<file path="src/rtl/palm_locator.sv">
// palm_locator: finds the bounding box of foreground (skin) pixels in a
// binary frame streamed in raster order, and publishes it through a
// valid/ready result port. Frames with too few foreground pixels publish an
// all-zero box. An early sof aborts the current frame and restarts it.
//
// state   | meaning
// --------+-----------------------------------------------------------
// IDLE    | waiting for a sof transfer; non-sof pixels are discarded
// SCAN    | folding pixels of the current frame into the trackers
// PUBLISH | frame complete; waiting for a free result slot to load
module palm_locator #(
  parameter int IMG_W   = 160,
  parameter int IMG_H   = 120,
  parameter int MIN_PIX = 64
) (
  input  logic       clk_i,
  input  logic       rst_ni,
  input  logic       pix_valid_i,
  output logic       pix_ready_o,
  input  logic       pix_data_i,
  input  logic       sof_i,
  output logic [7:0] start_of_palm_r_o,
  output logic [7:0] start_of_palm_c_o,
  output logic [7:0] end_of_palm_r_o,
  output logic [7:0] end_of_palm_c_o,
  output logic [7:0] palm_width_o,
  output logic [7:0] palm_height_o,
  output logic       box_valid_o,
  input  logic       box_ready_i,
  output logic       frame_err_o
);

  localparam logic [7:0]  COL_LAST  = 8'(IMG_W - 1);
  localparam logic [7:0]  ROW_LAST  = 8'(IMG_H - 1);
  localparam logic [15:0] MIN_PIX_L = 16'(MIN_PIX);
  localparam logic [15:0] CNT_MAX   = 16'hFFFF;

  typedef enum logic [1:0] {
    IDLE    = 2'd0,
    SCAN    = 2'd1,
    PUBLISH = 2'd2
  } state_t;

  // Reset synchroniser: asserts asynchronously, releases two edges later.
  logic rst_meta_q;
  logic rst_n;

  // Two-flop release of the internal reset.
  always_ff @(posedge clk_i or negedge rst_ni) begin
    if (!rst_ni) begin
      rst_meta_q <= 1'b0;
      rst_n      <= 1'b0;
    end else begin
      rst_meta_q <= 1'b1;
      rst_n      <= rst_meta_q;
    end
  end

  state_t      state_q;
  logic [7:0]  row_q, col_q;
  logic [7:0]  min_r_q, min_c_q, max_r_q, max_c_q;
  logic [15:0] cnt_q;
  logic [7:0]  sr_q, sc_q, er_q, ec_q, w_q, h_q;
  logic        box_valid_q;
  logic        frame_err_q;

  logic        xfer;
  logic        at_last;
  logic [7:0]  cur_r, cur_c;
  logic [7:0]  base_min_r, base_min_c, base_max_r, base_max_c;
  logic [15:0] base_cnt;
  logic [7:0]  min_r_d, min_c_d, max_r_d, max_c_d;
  logic [15:0] cnt_d;
  logic [7:0]  row_d, col_d;
  logic        res_ok;
  logic        pub_load;

  assign pix_ready_o = rst_n && (state_q != PUBLISH);
  assign xfer        = pix_valid_i && pix_ready_o;
  assign at_last     = (row_q == ROW_LAST) && (col_q == COL_LAST);
  assign res_ok      = (cnt_q >= MIN_PIX_L);
  assign pub_load    = (state_q == PUBLISH) && (!box_valid_q || box_ready_i);

  // Fold the offered pixel into the trackers; a sof pixel starts from empty at (0,0).
  always_comb begin
    cur_r      = sof_i ? 8'd0  : row_q;
    cur_c      = sof_i ? 8'd0  : col_q;
    base_min_r = sof_i ? 8'd0  : min_r_q;
    base_min_c = sof_i ? 8'd0  : min_c_q;
    base_max_r = sof_i ? 8'd0  : max_r_q;
    base_max_c = sof_i ? 8'd0  : max_c_q;
    base_cnt   = sof_i ? 16'd0 : cnt_q;

    min_r_d = base_min_r;
    min_c_d = base_min_c;
    max_r_d = base_max_r;
    max_c_d = base_max_c;
    cnt_d   = base_cnt;

    if (pix_data_i) begin
      if (base_cnt == 16'd0) begin
        // first foreground pixel of the frame defines the box alone
        min_r_d = cur_r;
        min_c_d = cur_c;
        max_r_d = cur_r;
        max_c_d = cur_c;
      end else begin
        if (cur_r < base_min_r) min_r_d = cur_r;
        if (cur_c < base_min_c) min_c_d = cur_c;
        if (cur_r > base_max_r) max_r_d = cur_r;
        if (cur_c > base_max_c) max_c_d = cur_c;
      end
      if (base_cnt != CNT_MAX) cnt_d = base_cnt + 16'd1;
    end

    if (cur_c == COL_LAST) begin
      col_d = 8'd0;
      row_d = cur_r + 8'd1;
    end else begin
      col_d = cur_c + 8'd1;
      row_d = cur_r;
    end
  end

  // Frame sequencing, tracker registers and the registered result port.
  always_ff @(posedge clk_i or negedge rst_n) begin
    if (!rst_n) begin
      state_q     <= IDLE;
      row_q       <= 8'd0;
      col_q       <= 8'd0;
      min_r_q     <= 8'd0;
      min_c_q     <= 8'd0;
      max_r_q     <= 8'd0;
      max_c_q     <= 8'd0;
      cnt_q       <= 16'd0;
      sr_q        <= 8'd0;
      sc_q        <= 8'd0;
      er_q        <= 8'd0;
      ec_q        <= 8'd0;
      w_q         <= 8'd0;
      h_q         <= 8'd0;
      box_valid_q <= 1'b0;
      frame_err_q <= 1'b0;
    end else begin
      frame_err_q <= 1'b0;
      // a consumed result empties the slot unless PUBLISH refills it below
      if (box_valid_q && box_ready_i) box_valid_q <= 1'b0;

      case (state_q)
        IDLE: begin
          if (xfer && sof_i) begin
            min_r_q <= min_r_d;
            min_c_q <= min_c_d;
            max_r_q <= max_r_d;
            max_c_q <= max_c_d;
            cnt_q   <= cnt_d;
            row_q   <= row_d;
            col_q   <= col_d;
            state_q <= SCAN;
          end
        end

        SCAN: begin
          if (xfer) begin
            min_r_q <= min_r_d;
            min_c_q <= min_c_d;
            max_r_q <= max_r_d;
            max_c_q <= max_c_d;
            cnt_q   <= cnt_d;
            if (sof_i) begin
              // early sof: drop the partial frame, this pixel is (0,0) of a new one
              frame_err_q <= 1'b1;
              row_q       <= row_d;
              col_q       <= col_d;
            end else if (at_last) begin
              row_q   <= 8'd0;
              col_q   <= 8'd0;
              state_q <= PUBLISH;
            end else begin
              row_q <= row_d;
              col_q <= col_d;
            end
          end
        end

        PUBLISH: begin
          if (pub_load) begin
            if (res_ok) begin
              sr_q <= min_r_q;
              sc_q <= min_c_q;
              er_q <= max_r_q;
              ec_q <= max_c_q;
              w_q  <= max_c_q - min_c_q + 8'd1;
              h_q  <= max_r_q - min_r_q + 8'd1;
            end else begin
              sr_q <= 8'd0;
              sc_q <= 8'd0;
              er_q <= 8'd0;
              ec_q <= 8'd0;
              w_q  <= 8'd0;
              h_q  <= 8'd0;
            end
            box_valid_q <= 1'b1;
            state_q     <= IDLE;
          end
        end

        default: state_q <= IDLE;
      endcase
    end
  end

  assign start_of_palm_r_o = sr_q;
  assign start_of_palm_c_o = sc_q;
  assign end_of_palm_r_o   = er_q;
  assign end_of_palm_c_o   = ec_q;
  assign palm_width_o      = w_q;
  assign palm_height_o     = h_q;
  assign box_valid_o       = box_valid_q;
  assign frame_err_o       = frame_err_q;

endmodule

</file>
<file path="config.mk">
export PLATFORM = sky130hd
export DESIGN_NAME = palm_locator
export DESIGN_NICKNAME = d
export VERILOG_FILES = /design/src/rtl/palm_locator.sv
export SDC_FILE = /design/constraint.sdc
export NUM_CORES = 1
export LEC_CHECK = 0
export CORE_MARGIN = 4
export CORE_UTILIZATION = 45
export CTS_BUF_LIST = sky130_fd_sc_hd__clkbuf_4
export DETAILED_ROUTE_END_ITERATION = 16
export PLACE_DENSITY = 0.63
export RECOVER_POWER = 50
export SKIP_LAST_GASP = 1
export SYNTH_ARGS = -nofsm -noshare
export SYNTH_HDL_FRONTEND = slang
export SYNTH_SLANG_ARGS = --single-unit
</file>
<file path="constraint.sdc">
create_clock -name clk_i -period 5.4 [get_ports clk_i]
set_clock_uncertainty 0.1 [all_clocks]
set_input_delay 1.35 -clock clk_i [delete_from_list [all_inputs] [get_ports clk_i]]
set_output_delay 1.35 -clock clk_i [all_outputs]
set_load 0.05 [all_outputs]
</file>
==> Yosys cells after proc, flatten, opt, wreduce, memory -nomap -nowiden <==
Cells that the tools add are included.
{ "classes": {"addsub": 7, "n_mul": 0, "div": 0, "n_lt_le_gt_ge": 5, "eq_ne": 12, "shifts": 0, "n_mux": 66, "bitwise": 0, "reduce_logical": 14} }
{ "ops": {"columns": ["op", "n"], "rows": [
  ["8-bit 2-to-1 mux", 42],
  ["8-bit case mux with 2 select lines", 6],
  ["16-bit 2-to-1 mux", 5],
  ["8-bit by 1-bit adder with 8-bit output (second input constant)", 4],
  ["16-bit case mux with 2 select lines", 1],
  ["16-bit by 1-bit adder with 16-bit output (second input constant)", 1],
  ["8-bit equality test (second input constant)", 2],
  ["16-bit by 7-bit >= comparator with 1-bit output (second input constant)", 1],
  ["8-bit greater-than comparator", 2],
  ["16-bit logical NOT", 1],
  ["8-bit < comparator", 2],
  ["16-bit inequality test (second input constant)", 1],
  ["8-bit subtractor", 2],
  ["2-bit inequality test (second input constant)", 6],
  ["2-bit 2-to-1 mux", 5],
  ["8-bit by 7-bit equality test with 1-bit output (second input constant)", 1],
  ["1-bit logical AND", 6],
  ["1-bit 2-to-1 mux", 6],
  ["2-bit case mux with 3 select lines", 1],
  ["5-bit AND reduction", 1],
  ["3-bit AND reduction", 1],
  ["2-bit by 1-bit equality test with 1-bit output (second input constant)", 1],
  ["2-bit equality test (second input constant)", 1],
  ["2-bit logical NOT", 1],
  ["4 further kinds", 4]
]} }
{ "totals": {"regBits": 118, "latchBits": 0, "mem_bits_rw": 0, "rom_bits": 0, "inputBits": 6, "out_inout_bits": 51, "elab_cells": 122, "n_memories": 0} }

==> Longest topological paths before layout <==
Gate-level depths: netlist (run 1).
{ "logic_depth": {"word_depth": 7, "depth_mapped": 14, "ltp_nobuf": 12} }

==> Least setup slack after synthesis (run 1) <==
No wires, ideal clock.
{ "synth_timing": {"kind": "register to output", "from": "register rst_n", "to": "output pix_ready_o", "t_arrival_ps": 3554, "required_ps": 3950, "path_slack_ps": 396, "stages_incl_launch_ff": 2, "n_path_buf": 0, "cell_sequence": "dfrtp_1 > and2_1"} }
{ "synth_via": {"elab_chain_cells": 1} }
{ "synth_rtl": {"columns": ["item", "line", "text"], "rows": [
  ["start: declaration", "46", "logic rst_n;"],
  ["start signal: assignment", "55", "rst_n <= rst_meta_q;"],
  ["1-bit logical AND", "78", "assign pix_ready_o = rst_n && (state_q != PUBLISH);"],
  ["end: declaration", "19", "output logic pix_ready_o,"]
]} }
Every way passes these cells.

==> Final worst setup path (run 1) <==
{ "layout_timing": {"from": "input box_ready_i", "to": "register h_q[5] (netlist: palm_height_o[5])"} }
{ "layout_via": {"elab_chain_cells": 3} }
{ "layout_rtl": {"columns": ["item", "line", "text"], "rows": [
  ["start: declaration", "29", "input logic box_ready_i,"],
  ["1-bit logical OR", "82", "assign pub_load = (state_q == PUBLISH) && (!box_valid_q || box_ready_i);"],
  ["1-bit logical AND", "82", null],
  ["2-bit AND reduction (no line)", null, null],
  ["end signal: assignment", "194", "h_q <= max_r_q - min_r_q + 8'd1;"],
  ["end: declaration", "63", "logic [7:0] sr_q, sc_q, er_q, ec_q, w_q, h_q;"]
]} }
Every way passes these cells.
A chain may end at the register's enable or synchronous reset.

==> results of run 1 <==
how the worst max path moves through the flow:
stage	from	end	slack (ns)	cells past startpoint
global placement	sof_i	max_r_q[7]	0.93	12
floorplan	rst_n	pix_ready_o	0.40	1
detailed placement	sof_i	max_c_q[6]	0.86	12
finish	box_ready_i	palm_height_o[5]	1.20	7
CTS	sof_i	max_r_q[5]	1.44	12
global route	box_ready_i	palm_height_o[5]	0.97	7
cell families (layout without fill, tap and decap cells):
family	after synthesis	in the layout	share of synthesized area (%)
AO/OA/AOI/OAI	157	157	16.4
multiplexers	20	20	3.02
buffers and inverters	81	143	4.81
AND/OR/NAND/NOR	232	232	17.1
XOR/XNOR	30	30	3.93
other	1	2	0.0561
flip-flops	118	118	44.2
adder cells (fa/ha/maj)	55	55	10.5
power by group through the flow:
stage	Combinational (mW)	Clock (mW)	Sequential, mW
detailed placement	0.398	0	0.984
global placement	0.385	0	0.983
global route	0.452	0.768	0.976
finish	0.401	0.712	0.968
CTS	0.400	0.733	0.966
floorplan	0.318	0	0.966
final cells by class:
| type | instances | area share, % |
|---|---|---|
| antenna | 1 | 0.0325 |
| clock buffer | 17 | 1.66 |
| clock inverter | 15 | 2.40 |
| inverter | 45 | 2.19 |
| multi-input combinational | 495 | 44.2 |
| sequential | 118 | 38.4 |
| tap | 184 | 2.99 |
| timing repair buffer | 66 | 8.20 |
cells in the final DEF (no fill, tap or decap), drive strengths merged, types with 6 or more instances in the layout:
cell / netlist / layout
nand2: 120 / 120
dfrtp: 118 / 118
ha: 52 / 52
clkdlybuf4s50: 0 / 52
o21ai: 50 / 50
inv: 45 / 46
a22o: 34 / 34
nor2: 22 / 22
a21oi: 20 / 20
xor2: 19 / 19
mux2i: 19 / 19
clkbuf: 21 / 18
nand3: 17 / 17
nand4: 16 / 16
nor2b: 11 / 11
xnor2: 11 / 11
nand2b: 10 / 10
buf: 15 / 9
a21o: 8 / 8
clkinv: 0 / 7
nor4: 6 / 6
through the flow:
step	hold slack, ns	setup slack (ns)
detailed placement	0.243	0.862
global placement	0.240	0.926
global route	0.269	0.972
floorplan	0.231	0.396
finish	0.264	1.20
CTS	0.267	1.44
layer usage:
layer	share of wire (%)	track usage [%]	vias to the layer above	routed length, um
li1	-	-	2550	-
met1	48	28.4	2622	7750
met2	45	30.8	144	7250
met5	0	0	-	0
met4	1.7	6.66	0	268
met3	4.7	4.46	25	748
==> parameters.txt, run 1 <==
Parameter                              Value

Yosys
  Mapped Nets    754
  Cell taking the most area after synthesis    sky130_fd_sc_hd__dfrtp_1
  Number of flip-flops and latches in the synthesized netlist    118
  Top-count cell post-synth    sky130_fd_sc_hd__nand2_1
  Async set-reset flop share out of synthesis    100%
  Synth Warn #    0
  Most instantiated flip-flop cell in the synthesis netlist    sky130_fd_sc_hd__dfrtp_1
  Cell count after synthesis    694
  Synth top area cells    sky130_fd_sc_hd__dfrtp_1 (44%), sky130_fd_sc_hd__ha_1 (9.7%), sky130_fd_sc_hd__nand2_1 (6.7%)
  Sequential share of the synthesized area    44.2%
  Count of flip-flops with a built-in enable after synthesis    0
  Unique cell type count in the Yosys netlist    66
  Share of the synthesized area in the top cell type    44.2%
  Mean instance size in the synthesized netlist    9.63 um2
  Post-Syn Area    0.00668 mm2
  Leading post-synthesis cells by instance count    sky130_fd_sc_hd__nand2_1 (120), sky130_fd_sc_hd__dfrtp_1 (118), sky130_fd_sc_hd__ha_1 (52)

Drt
  Length of the first detailed-routing pass in iterations    4
  Post-detailed-route count of antenna-violating nets    0
  WL final    16.0 mm
  Routed len/inst    17.0 um
  Ratio of routed vias to standard cells    5.68
  DRT iter0 DRCs    380
  Vias    5341
  Remaining routing DRC violations    0

Power
  Power density of the placed cells    270 mW/mm2
  Switching share of total power    30.6%
  Portion of total power attributed to combinational logic    19.3%
  Leak pwr    3.58 nW
  Design Power    2.08 mW
  Clock power share    34.2%
  Net switching power    0.636 mW
  Maximum vdd ir drop    0.107 mV
  Sequential power share    46.5%
  Cell internal power dissipation    1.44 mW

Global routing
  Maximum number of pins on one net before global-route repair    64
  Initial antenna violation count    1
  Wire length of the first global-routing pass    26.7 mm
  Global Route Usage Sum    20.1%
  Vias in the first global route    5219
  Remaining Overflow, GRT    0

Floorplanning
  Die Y    130 um
  Top-level port count    57
  Core area    0.0145 mm2
  Row Count    44
  Starting utilization of the core area    46.0%
  Die Outline Area    0.0169 mm2
  Die Wd    130 um

CTS
  Clock buffer count from CTS    17
  CTS tree    yes
  CTS root buf    sky130_fd_sc_hd__clkbuf_4
  Clk slew on worst S/H paths    0.12 ns
  Clock Latency Late Sink    0.54 ns
  Number of cells upsized or downsized after cts    0
  Maximum root-to-sink buffer count    2
  Post-CTS Hold Buffers    0
  Number of sinks on the clock net    118
  Post-CTS repair timing setup buffer count    0
  Level count of the clock H-tree    4

Finish
  Layout Area Growth over Synthesis    15.4%
  Register with the most flip-flops    cnt_q
  Number of flip-flops in the largest register    16
  Utilization of the core after routing    53.0%
  Final instance area    0.00771 mm2
  Final-stage net count    803
  Area of the multi-input gates    0.00341 mm2
  Fraction of layout cells with a size suffix above 1    6.22%
  Final cell count without fillers    941
  Area of all sequential standard cells    0.00296 mm2
  Fill cell total of the finished layout    1353

Critical path
  Reg2reg end    palm_height_o[5]
  Minimum setup slack among reg-to-reg paths    1.88 ns
  Worst r2r src    state_q[0]
  Critical path endpoint category    register
  Worst reg-to-reg path cell count    6
  Maximum fanout encountered on the critical timing path    50
  Largest stage delay on the critical path    1.02 ns
  Sum of buffers and inverters on the critical path    2
  Cell type of the slowest stage on the worst timing path    sky130_fd_sc_hd__a31oi_1
  Cell class contributing the biggest share of worst-path delay    compound AO/OA/AOI/OAI gates
  Cells traversed along the worst timing path    dlygate4sd3_1 -> nand2b_1 -> nand2b_1 -> a31oi_1 -> buf_4 -> o21ai_0 -> o21ai_0
  Kind of start point of the critical path    input pin
  Worst path arrival time    4.57 ns
  Crit Path Class    input pin to register
  Required time at the worst-slack endpoint    5.77 ns

Placement
  Post-detailed-placement half-perimeter wirelength    11.6 mm
  Number of buffers inserted by port buffering    56
  Area post-placement    0.00741 mm2
  Placer congestion estimate    0.888
  Placed cell count    908

Run
  Reported max-cap violation count    1

Timing
  Highest clock rate    238 MHz
  Minimum period implied by the final worst setup slack    4.20 ns
  Count of endpoints failing hold in the final timing report    0
  Fin Setup TNS    0 ns
  Max-slew violations    51
  Least-Margin Pin Slew    1.94 ns
  Final number of setup-violating endpoints    0
  Fraction of the cycle the final worst path needs    77.7%
  Setup repair after global routing missed its margin    false
  Relative slew margins    -29.3%

Worst hold path
  Type of the most critical hold path    register to register
  Startpoint of the most critical hold path    rst_meta_q
  Hold Path Depth    0
  Terminating pin of the worst hold path    rst_n

Run status
  Status    complete, but fails checks
  Violated checks    capacitance limit, slew limit
(Power assumes the default switching activity.)
==> run 2, diff against run 1 <==
clock period = 4.38 ns   (was 5.4 ns; I/O delays follow)
==> run 2 against run 1 <==
  * Clock power up 14%
  * Die area unchanged
  * Combinational power up 24%
  * Final cell count up 0.53%
  * Sequential share of layout area down 0.23 points
  * Critical path type unchanged
  * The flow still finishes with violations (capacitance limit, slew limit)
==> parameters.txt, run 2 (synthesis results as in run 1) <==
Parameter                              Value

CTS
  CTS root buf    sky130_fd_sc_hd__clkbuf_4
  Number of sinks on the clock net    118
  Clock Latency Late Sink    0.56 ns
  Clock buffer count from CTS    17
  Level count of the clock H-tree    4
  Post-CTS repair timing setup buffer count    0
  CTS tree    yes
  Clk slew on worst S/H paths    0.12 ns
  Maximum root-to-sink buffer count    2
  Number of cells upsized or downsized after cts    0
  Post-CTS Hold Buffers    0

Power
  Leak pwr    3.59 nW
  Design Power    2.50 mW
  Cell internal power dissipation    1.69 mW
  Portion of total power attributed to combinational logic    19.8%
  Switching share of total power    32.6%
  Maximum vdd ir drop    0.175 mV
  Clock power share    32.5%
  Net switching power    0.816 mW
  Power density of the placed cells    323 mW/mm2
  Sequential power share    47.7%

Drt
  DRT iter0 DRCs    381
  Post-detailed-route count of antenna-violating nets    0
  Remaining routing DRC violations    0
  Vias    5402
  Length of the first detailed-routing pass in iterations    5
  Routed len/inst    17.4 um
  WL final    16.5 mm
  Ratio of routed vias to standard cells    5.71

Critical path
  Critical path's most frequent cell    sky130_fd_sc_hd__a21o_1
  Worst path arrival time    4.08 ns
  Reg2reg end    state_q[0]
  Minimum setup slack among reg-to-reg paths    1.48 ns
  Largest stage delay on the critical path    0.47 ns
  Worst r2r src    rst_n
  Worst setup path start    sof_i
  Maximum fanout encountered on the critical timing path    14
  Number of cells on the critical path    11
  Critical path endpoint category    register
  Worst reg-to-reg path cell count    4
  Cell type of the slowest stage on the worst timing path    sky130_fd_sc_hd__clkdlybuf4s50_1
  Sum of buffers and inverters on the critical path    3
  Crit Path Class    input pin to register
  Cell class contributing the biggest share of worst-path delay    buffers and inverters
  Capture point of the worst path    min_r_q[0]
  Kind of start point of the critical path    input pin
  Required time at the worst-slack endpoint    4.78 ns
  Cells traversed along the worst timing path    clkdlybuf4s50_1 -> inv_1 -> buf_4 -> nand2_1 -> ha_1 -> a21o_1 -> a21o_1 -> a211oi_1 -> a211oi_2 -> nor2_1 -> a22o_1

Placement
  Area post-placement    0.00747 mm2
  Number of buffers inserted by port buffering    56
  Placer congestion estimate    0.915
  Post-detailed-placement half-perimeter wirelength    12.0 mm
  Placed cell count    913
  Worst slack at placement    0.157 ns

Global routing
  Vias in the first global route    5340
  Maximum number of pins on one net before global-route repair    75
  Remaining Overflow, GRT    0
  Global Route Usage Sum    20.8%
  Wire length of the first global-routing pass    27.5 mm
  Initial antenna violation count    1

Floorplanning
  Row Count    44
  Core area    0.0145 mm2
  Die Outline Area    0.0169 mm2
  Starting utilization of the core area    46.0%
  Die Wd    130 um
  Top-level port count    57
  Die Y    130 um

Run
  Reported max-cap violation count    3

Finish
  Area of the multi-input gates    0.00341 mm2
  Utilization of the core after routing    53.3%
  Final cell count without fillers    946
  Fraction of layout cells with a size suffix above 1    7.49%
  Number of flip-flops in the largest register    16
  Layout Area Growth over Synthesis    15.9%
  Area of all sequential standard cells    0.00295 mm2
  Register with the most flip-flops    cnt_q
  Final-stage net count    808
  Fill cell total of the finished layout    1336
  Most common cell after layout, fill and taps aside    sky130_fd_sc_hd__nand2_1
  Commonest cells after routing, fill and taps aside    sky130_fd_sc_hd__nand2_1 (120), sky130_fd_sc_hd__dfrtp_1 (118), sky130_fd_sc_hd__clkdlybuf4s50_1 (53), sky130_fd_sc_hd__ha_1 (52), sky130_fd_sc_hd__o21ai_0 (46)
  Final instance area    0.00774 mm2

Run status
  Violated checks    capacitance limit, slew limit
  Status    complete, but fails checks

Timing
  Relative slew margins    -39.1%
  Least-Margin Pin Slew    2.09 ns
  Fin Setup TNS    0 ns
  Fraction of the cycle the final worst path needs    84.0%
  Max-slew violations    159
  Count of endpoints failing hold in the final timing report    0
  Setup repair after global routing missed its margin    false
  Setup ws final    0.700 ns
  Highest clock rate    272 MHz
  Final-layout worst hold slack    0.156 ns
  Final number of setup-violating endpoints    0
  Minimum period implied by the final worst setup slack    3.68 ns

Worst hold path
  Type of the most critical hold path    register to async pin
run 2: cell types whose count changed in the layout (fill, tap and decap cells not counted), moves of 2 or more:
cell and delta:
sky130_fd_sc_hd__buf_12 +2, sky130_fd_sc_hd__clkinv_4 +2, sky130_fd_sc_hd__inv_6 +2, sky130_fd_sc_hd__clkinv_1 -4, sky130_fd_sc_hd__bufinv_16 -2
run 2: area by class of cell:
type,count,share of cell area (%)
multi-input cells,495,44.1
well taps,184,2.97
inverters,45,2.18
diodes,1,0.0323
repair buffers,71,8.89
flip-flops and latches,118,38.1
clock buffers,18,1.74
clock inverters,14,1.97
run 2: worst min-delay path by stage:
stage / slack [ns] / depth (start not counted) / to
3_3_place_gp: 0.08 / 0 / cnt_q[3]
4_1_cts: 0.1 / 0 / cnt_q[15]
5_1_grt: 0.21 / 0 / cnt_q[8]
3_5_place_dp: 0.08 / 0 / cnt_q[2]
2_1_floorplan: 0.23 / 0 / rst_n
6_report: 0.16 / 0 / cnt_q[8]
run 2: metal layers:
metal | vias up | GRT usage (%) | part of all wire, %
met1 | 2661 | 28.8 | 47
met2 | 143 | 32.1 | 47
li1 | 2582 | - | -
met5 | - | 0 | 0
met4 | 0 | 7.52 | 1.0
met3 | 16 | 4.99 | 4.7
run 2: power by group through the flow:
| stage | logic [mW] | clock network (mW) | registers [mW] |
|---|---|---|---|
| floorplan | 0.392 | 0 | 1.19 |
| global placement | 0.479 | 0 | 1.21 |
| detailed placement | 0.493 | 0 | 1.22 |
| CTS | 0.499 | 0.837 | 1.19 |
| global route | 0.560 | 0.883 | 1.20 |
| finish | 0.496 | 0.812 | 1.19 |
==> run 3, diff against run 2 <==
PLACE_DENSITY = 0.65   (was 0.63)
clock period = 3.2 ns   (was 4.38 ns; I/O delays follow)
==> run 3 against run 2 <==
  * The run now ends clean
  * Design area up 3.8%
  * Clock-buffer cell count unchanged
  * Global-route usage down 0.39 points
  * Sequential power up 38%
  * Worst setup slack worse by 0.60 ns
  * Critical path type unchanged
  * Register-to-register slack worse by 1.1 ns
==> parameters.txt, run 3 (synthesis results as in run 1) <==
Parameter                              Value

Finish
  Most common cell after layout, fill and taps aside    sky130_fd_sc_hd__nand2_1
  Layout Area Growth over Synthesis    20.3%
  Fraction of layout cells with a size suffix above 1    12.3%
  Register with the most flip-flops    cnt_q
  Final-stage net count    845
  Area of all sequential standard cells    0.00295 mm2
  Number of flip-flops in the largest register    16
  Fill cell total of the finished layout    1273
  Area of the multi-input gates    0.00343 mm2
  Commonest cells after routing, fill and taps aside    sky130_fd_sc_hd__nand2_1 (119), sky130_fd_sc_hd__dfrtp_1 (118), sky130_fd_sc_hd__clkdlybuf4s50_1 (53), sky130_fd_sc_hd__ha_1 (52), sky130_fd_sc_hd__buf_4 (47)

Critical path
  Critical path endpoint category    register
  Crit Path Class    input pin to register
  Maximum fanout encountered on the critical timing path    8
  Kind of start point of the critical path    input pin
  Cell class contributing the biggest share of worst-path delay    simple AND/OR/NAND/NOR gates
  Sum of buffers and inverters on the critical path    3
  Required time at the worst-slack endpoint    3.53 ns
  Cells traversed along the worst timing path    clkdlybuf4s50_1 -> buf_4 -> nand2b_1 -> inv_1 -> ha_1 -> nor4bb_1 -> o21ai_0 -> nand2_1 -> a2111oi_2 -> or3_4 -> a32o_1
  Largest stage delay on the critical path    0.56 ns
  Worst path arrival time    3.42 ns
  Cell type of the slowest stage on the worst timing path    sky130_fd_sc_hd__clkdlybuf4s50_1

Timing
  Highest clock rate    323 MHz
  Max-slew violations    0
  Final number of setup-violating endpoints    0
  Setup repair after global routing missed its margin    false
  Final-layout worst hold slack    0.258 ns
  Fraction of the cycle the final worst path needs    96.8%
  Fin Setup TNS    0 ns
  Minimum period implied by the final worst setup slack    3.10 ns
  Least-Margin Pin Slew    1.02 ns
  Count of endpoints failing hold in the final timing report    0
  Relative slew margins    32.1%

Drt
  Ratio of routed vias to standard cells    5.60
  Routed len/inst    16.6 um
  Post-detailed-route count of antenna-violating nets    0
  WL final    16.3 mm
  Remaining routing DRC violations    0
  DRT iter0 DRCs    368
  Vias    5509
  Length of the first detailed-routing pass in iterations    5

CTS
  Post-CTS Hold Buffers    0
  CTS root buf    sky130_fd_sc_hd__clkbuf_4
  Clock Latency Late Sink    0.54 ns
  Clock buffer count from CTS    17
  CTS tree    yes
  Maximum root-to-sink buffer count    2
  Clk slew on worst S/H paths    0.10 ns
  Level count of the clock H-tree    4
  Number of sinks on the clock net    118

Power
  Leak pwr    3.78 nW
  Power density of the placed cells    423 mW/mm2
  Maximum vdd ir drop    0.240 mV

Floorplanning
  Starting utilization of the core area    46.0%
  Die Y    130 um
  Core area    0.0145 mm2
  Top-level port count    57
  Die Wd    130 um
  Row Count    44
  Die Outline Area    0.0169 mm2

Global routing
  Global Route Usage Sum    20.5%
  Maximum number of pins on one net before global-route repair    55
  Remaining Overflow, GRT    0
  Vias in the first global route    5496
  Wire length of the first global-routing pass    27.3 mm
  Initial antenna violation count    1

Placement
  Post-detailed-placement half-perimeter wirelength    12.3 mm
  Placer congestion estimate    0.889
  Number of buffers inserted by port buffering    56

Worst hold path
  Type of the most critical hold path    register to register

Run
  Reported max-cap violation count    0

Run status
  Status    complete, no violations
-- run 3: path summary, 6_finish.rpt --
check | startpoint | to | slack [ns] | cells past startpoint
max in group asynchronous | rst_n | end_of_palm_r_o[7] | 0.74 | 2
min in group asynchronous | rst_n | cnt_q[12] | 0.30 | 0
worst min register to register | rst_meta_q | rst_n | 0.26 | 0
worst min-delay path | rst_meta_q | rst_n | 0.26 | 0
worst max-delay path | sof_i | max_r_q[2] | 0.10 | 11
worst max register to register | rst_n | col_q[3] | 0.40 | 6
-- run 3: per-layer routing --
metal | track usage [%] | vias up | wire length (um) | part of all wire [%]
li1 | - | 2648 | - | -
met1 | 27.9 | 2670 | 7570 | 46
met2 | 32.8 | 168 | 7580 | 46
met3 | 4.26 | 23 | 905 | 5.5
met4 | 6.66 | 0 | 273 | 1.7
met5 | 0 | - | 0 | 0
-- run 3: through the flow --
| step | cells | util (%) | total power [mW] | instance area, um2 | setup slack, ns |
|---|---|---|---|---|---|
| detailed placement | 950 | 53.5 | 2.38 | 7770 | -0.518 |
| global placement | 950 | 53.5 | 2.36 | 7770 | -0.379 |
| finish | 983 | 55.3 | 3.40 | 8040 | 0.104 |
| CTS | 982 | 55.3 | 3.44 | 8040 | 0.0714 |
| global route | 983 | 55.3 | 3.61 | 8040 | 0.0206 |
| floorplan | 694 | - | 2.18 | 6760 | 0.000391 |
-- run 3: power breakdown --
| part | leakage, nW | internal (mW) | total [mW] | switching, mW |
|---|---|---|---|---|
| clock network | 0.141 | 0.463 | 1.04 | 0.575 |
| logic | 2.14 | 0.322 | 0.720 | 0.398 |
| registers | 1.50 | 1.55 | 1.64 | 0.0930 |
| total | 3.78 | 2.33 | 3.40 | 1.07 |
-- run 3: what timing repair did --
action / 4_1_cts / 5_1_grt
resized for setup: 0 / 1
setup buffers: 0 / 0
endpoints found under the setup margin: 0 / 5
-- run 3: area by class of cell --
cell class	instances	share of cell area, %
multi-input cells	495	42.7
flip-flops and latches	118	36.7
repair buffers	108	12.2
well taps	184	2.86
inverters	45	2.10
clock buffers	18	1.68
clock inverters	14	1.68
diodes	1	0.0311
